==> src/rtl/reg_file_multiport.sv <==
// Multi-port register file with pending-write scoreboard and post-reset clearing sequencer.
// Optional same-cycle write-to-read forwarding is enabled by defining REG_FILE_WRITE_BYPASS_EN.
module reg_file_multiport #(
  parameter int DATA_W   = 32,
  parameter int NUM_REGS = 16,
  parameter int SEL_W    = $clog2(NUM_REGS),
  parameter int NUM_READ = 3,
  parameter int ZERO_REG = 1
) (
  input  logic                       clk,
  input  logic                       rst,
  input  logic [NUM_READ*SEL_W-1:0]  rd_sel,
  output logic [NUM_READ*DATA_W-1:0] rd_data,
  output logic [NUM_READ-1:0]        rd_locked,
  input  logic                       wr_en,
  input  logic [SEL_W-1:0]           wr_sel,
  input  logic [DATA_W-1:0]          wr_data,
  input  logic                       lock_en,
  input  logic [SEL_W-1:0]           lock_sel,
  output logic                       init_busy
);

`ifdef REG_FILE_WRITE_BYPASS_EN
  localparam bit BYPASS = 1'b1;
`else
  localparam bit BYPASS = 1'b0;
`endif

  typedef enum logic {CLEAR, RUN} state_t;

  state_t                     state_q, state_nx;
  logic [SEL_W-1:0]           clr_idx;
  logic [DATA_W-1:0]          mem [NUM_REGS];
  logic [NUM_REGS-1:0]        lock_q, lock_nx;
  logic                       wr_ok, lock_ok;
  logic [NUM_READ*DATA_W-1:0] rd_data_p0, rd_data_p1;
  logic [NUM_READ-1:0]        rd_locked_p0, rd_locked_p1;

  function automatic logic is_zero(input logic [SEL_W-1:0] s);
    return (ZERO_REG != 0) && (s == '0);
  endfunction

  assign wr_ok   = (state_q == RUN) && wr_en && !is_zero(wr_sel);
  assign lock_ok = (state_q == RUN) && lock_en && !is_zero(lock_sel);

  always_comb begin
    state_nx  = state_q;
    init_busy = 1'b0;
    case (state_q)
      CLEAR: begin
        init_busy = 1'b1;
        if (clr_idx == SEL_W'(NUM_REGS - 1)) state_nx = RUN;
      end
      default: state_nx = RUN;
    endcase
  end

  always_ff @(posedge clk) begin
    if (rst) begin
      state_q <= CLEAR;
      clr_idx <= '0;
    end else begin
      state_q <= state_nx;
      if (state_q == CLEAR) clr_idx <= clr_idx + SEL_W'(1);
    end
  end

  // Lock set is applied after the writeback clear so an issue wins over a retire.
  always_comb begin
    lock_nx = lock_q;
    if (wr_ok)   lock_nx[wr_sel]   = 1'b0;
    if (lock_ok) lock_nx[lock_sel] = 1'b1;
  end

  always_ff @(posedge clk) begin
    if (rst) lock_q <= '0;
    else     lock_q <= lock_nx;
  end

  // Storage carries no reset so it can map onto RAM; the sequencer zeroes it instead.
  always_ff @(posedge clk) begin
    if (!rst) begin
      if (state_q == CLEAR) mem[clr_idx] <= '0;
      else if (wr_ok)       mem[wr_sel]  <= wr_data;
    end
  end

  // p0: read select decode and forwarding
  always_comb begin
    rd_data_p0   = '0;
    rd_locked_p0 = '0;
    for (int i = 0; i < NUM_READ; i++) begin
      if ((state_q == RUN) && !is_zero(rd_sel[i*SEL_W +: SEL_W])) begin
        if (BYPASS && wr_ok && (wr_sel == rd_sel[i*SEL_W +: SEL_W]))
          rd_data_p0[i*DATA_W +: DATA_W] = wr_data;
        else
          rd_data_p0[i*DATA_W +: DATA_W] = mem[rd_sel[i*SEL_W +: SEL_W]];
        rd_locked_p0[i] = lock_nx[rd_sel[i*SEL_W +: SEL_W]];
      end
    end
  end

  // p1: registered read outputs
  always_ff @(posedge clk) begin
    if (rst) begin
      rd_data_p1   <= '0;
      rd_locked_p1 <= '0;
    end else begin
      rd_data_p1   <= rd_data_p0;
      rd_locked_p1 <= rd_locked_p0;
    end
  end

  assign rd_data   = rd_data_p1;
  assign rd_locked = rd_locked_p1;

endmodule
==> config.mk <==
export PLATFORM = sky130hd
export DESIGN_NAME = reg_file_multiport
export DESIGN_NICKNAME = d
export VERILOG_FILES = /design/src/rtl/reg_file_multiport.sv
export SDC_FILE = /design/constraint.sdc
export NUM_CORES = 1
export LEC_CHECK = 0
export CAP_MARGIN = 20
export CORE_AREA = 8 8 242 244
export CTS_CLUSTER_DIAMETER = 120
export DETAILED_ROUTE_END_ITERATION = 10
export DIE_AREA = 0 0 250 252
export DONT_BUFFER_PORTS = 1
export GPL_TIMING_DRIVEN = 0
export PLACE_DENSITY = 0.76
export SLEW_MARGIN = 10
export SYNTH_ARGS = -nofsm -noshare
export SYNTH_HDL_FRONTEND = slang
export SYNTH_SLANG_ARGS = --single-unit
==> constraint.sdc <==
create_clock -name clk -period 3.3 [get_ports clk]
set_input_delay 0.495 -clock clk [delete_from_list [all_inputs] [get_ports clk]]
set_output_delay 0.495 -clock clk [all_outputs]
set_load 0.01 [all_outputs]
==> run summary <==
- RR Endpoint: mem[3][19]
- count of flip-flops with a built-in enable after synthesis: 512
- post-synth top area cell: sky130_fd_sc_hd__edfxtp_1
- detailed-placement wirelength estimate: 65470 um
- maximum number of pins on one net before global-route repair: 19
- mux share of post-synthesis cell area: 0.3460
- die boundary height: 252 um
- vias in the first global route: 19620
- Filler Cells Inserted: 3535
- hold violation count in the final report: 0
- Total Routed Length: 100900 um
- H-tree depth reported by CTS: 3
- worst clock skew: 0.03280 ns
- leading cell type in the layout, fill and taps excluded: sky130_fd_sc_hd__edfxtp_1
- drc violations: 0
- Area growth, synth to finish: 13.71%
- final period utilization: 0.9874
- ports placed on the boundary: 156
- stage delay of the slowest cell on the critical path: 0.54 ns
- clk buf depth: 3
- total of warnings raised by yosys: 0
- Main synth FF type: sky130_fd_sc_hd__edfxtp_1
- async set or reset register ratio after synthesis: 0
- fraction of final layout cells with drive strength greater than 1: 0.4125
- Max-slew headroom: 0.1720
- Worst EP arrival: 3.57 ns
- clock sink count: 632
- area fraction in compound gates after synthesis: 0.01949
- Reg2Reg Setup Slack: 0.04 ns
- number of antenna violations at the first check in global routing: 9
- Cell Count Post-Placement: 2336
- vias: 19270
- total power divided by cell area: 497.5 mW/mm^2
- Worst setup EP type: flop
- hold path start: lock_sel[2]
- top cells by area in the synthesized netlist: sky130_fd_sc_hd__edfxtp_1 (49%), sky130_fd_sc_hd__mux4_2 (34%), sky130_fd_sc_hd__dfxtp_1 (7.6%)
- synth unique cells: 58
- Max Fanout on Critical Path: 15
- post-route worst setup slack: 0.04171 ns
- routability cong.: 0.9127
- GRT Resource Usage Total: 0.3184
- combinational family with the most area after synthesis: multiplexers
- number of buffers added on ports: 0
- TritonRoute pass-1 iters: 6
- worst min-delay path category: input port to flop
- FF+latch count, synth: 632
- Mean Syn Cell Area: 19.66 sq um
- initial standard-cell utilization of the core: 0.5754
- TritonCTS clock tree: done
- final slew viol count: 0
- CTS Root Cell: sky130_fd_sc_hd__clkbuf_16
- Static Leak: 12.02 nW
- startpoint type of the worst setup path: flop
- sequential-to-total area share from yosys stat: 0.5652
- beginning of the worst register-to-register path: state_q
- adder-cell area share of the yosys netlist: 0.0003978
- post-route cell area: 0.03577 sq mm
- total of max-cap violations: 0
- run status: completed
- area of the multi-input gates: 0.01306 sq mm
- Post-Route Utilization: 0.6543
- xor/xnor share of the synthesized area: 0.001949
- area of the die: 0.06300 sq mm
- total of endpoints with negative setup slack in the final report: 0
- Layout Nets: 1782
- Die Width: 250 um
- antenna-violating nets left: 0
- type of the worst setup path: flop to flop
- placed cell areas: 0.03322 sq mm
- depth of the worst hold-timing path: 3
- average via count per standard cell: 7.739
- first-pass GRT wire length: 141800 um
- net count of the mapped netlist: 1657
- worst setup timing slack at the placement stage: -0.4833 ns
- Final Instance Count excl. Fillers: 2490
- post-synthesis instance area: 0.03145 sq mm
- total CTS buffers: 67
- Synth Instances: 1600
- starting DRC count in detailed routing: 2919
- Critical Path RT: 3.61 ns
- most frequent cells in the layout: sky130_fd_sc_hd__edfxtp_1 (512), sky130_fd_sc_hd__mux4_2 (480), sky130_fd_sc_hd__dfxtp_1 (120)
- basic-gate share of the synthesized area counting and, or, nand and nor cells: 0.04284
- Worst Hold Endpoint: lock_q[8]
- total grt overflow: 0
- aggregate negative setup slack: 0 ns
- time the worst path needs with I/O delays and setup: 3.258 ns
- peak ir drop on the vdd network: 418.1 uV
- list of cells traversed by the critical path: clkbuf_1, nand2_1, a211oi_4, buf_2, a31oi_1, nor2_4, buf_12, buf_16
- actual slew at the worst max-slew pin: 1.242 ns
- per-cell routed wire length: 40.52 um
- Final Hold Slack: 0.1278 ns
- CORE AREA: 0.05466 sq mm
- Achievable Freq: 306.9 MHz
- clock slew at reported path FFs: 0.06 ns
- number of cells traversed by the worst register-to-register path: 8
- Reg area: 0.01778 sq mm
- cell at the slowest stage of the critical path: sky130_fd_sc_hd__a211oi_4
- site row count: 86
- Tot Pwr: 17.79 mW
- clock insertion delay at the later pin of the skew report: 0.63 ns
- fraction of post-synthesis cell area in the top cell type by area: 0.4888
cells in the mapped netlist, types with 5 or more instances:
library cell / number
sky130_fd_sc_hd__nor3_1: 6
sky130_fd_sc_hd__edfxtp_1: 512
sky130_fd_sc_hd__mux2i_1: 5
sky130_fd_sc_hd__dfxtp_1: 120
sky130_fd_sc_hd__buf_2: 40
sky130_fd_sc_hd__a31oi_1: 7
sky130_fd_sc_hd__nor2b_1: 103
sky130_fd_sc_hd__o221ai_1: 6
sky130_fd_sc_hd__o21ai_0: 11
sky130_fd_sc_hd__inv_1: 6
sky130_fd_sc_hd__xor2_1: 5
sky130_fd_sc_hd__a21oi_1: 23
sky130_fd_sc_hd__o22ai_1: 7
sky130_fd_sc_hd__nand2_1: 14
sky130_fd_sc_hd__clkbuf_1: 61
sky130_fd_sc_hd__o21a_1: 6
sky130_fd_sc_hd__nand3_1: 8
sky130_fd_sc_hd__nor2_1: 43
sky130_fd_sc_hd__buf_1: 20
sky130_fd_sc_hd__nor3b_1: 5
sky130_fd_sc_hd__and2_1: 32
sky130_fd_sc_hd__o31ai_1: 5
sky130_fd_sc_hd__mux4_2: 480
sky130_fd_sc_hd__buf_6: 20
cell families after synthesis:
logic type,count (synthesis)
multiplexers,487
flip-flops,632
XOR/XNOR,7
adder cells (fa/ha/maj),1
AO/OA/AOI/OAI,89
AND/OR/NAND/NOR,236
buffers and inverters,148
worst max-delay path: cells and delay by family (launching register included):
| kind | cells | cell delay, ns |
|---|---|---|
| buffers and inverters | 4 | 1.08 |
| AOI/OAI and AO/OA | 2 | 0.98 |
| and+or+nand+nor | 2 | 0.53 |
| DFF | 1 | 0.31 |
how the worst max path moves through the flow:
stage	to	cells after the start	slack [ns]	startpoint
3_5_place_dp	mem[15][16]	7	-0.48	wr_sel[2]
3_3_place_gp	mem[12][17]	6	-2.97	wr_sel[2]
4_1_cts	mem[7][3]	7	0.008	state_q
5_1_grt	mem[3][19]	8	-0.01	state_q
2_1_floorplan	mem[13][0]	6	-0.09	wr_sel[2]
6_report	mem[3][19]	8	0.04	state_q
final cells by class:
type                            instances  area share
Antenna cell                            9   0.0006297
Buffer                                142     0.02060
Clock buffer                           94     0.05671
Clock inverter                         27    0.004618
Inverter                                6   0.0006297
Multi-Input combinational cell        820      0.3650
Sequential cell                       632      0.4970
Tap cell                              704     0.02463
Timing Repair Buffer                   56     0.03012
power by group:
| group | switching, mW | internal, mW | leakage, nW | total [mW] |
|---|---|---|---|---|
| clock network | 3.21 | 4.37 | 1.11 | 7.58 |
| registers | 0.0482 | 8.58 | 6.30 | 8.63 |
| logic | 0.842 | 0.739 | 4.61 | 1.58 |
| total | 4.10 | 13.7 | 12.0 | 17.8 |
timing repair:
item	CTS	global route
hold buffers	0	0
endpoints found under the setup margin	383	250
buffers inserted	8	14
gates resized for setup	2	0
pin swaps	6	11
flip-flops by register name, summed over array words and instances, names as in the netlist:
name,flops
mem,512
rd_data,96
lock_q,16
clr_idx,4
rd_locked,3
state_q,1
routing by layer:
layer	routed length [um]	global-route usage	part of all wire
met5	28	0	0.00028
met1	32730	0.4075	0.32
met2	47710	0.4907	0.47
met4	5557	0.1783	0.055
met3	14860	0.09385	0.15
Note: power is estimated with default switching activity, not from simulation.
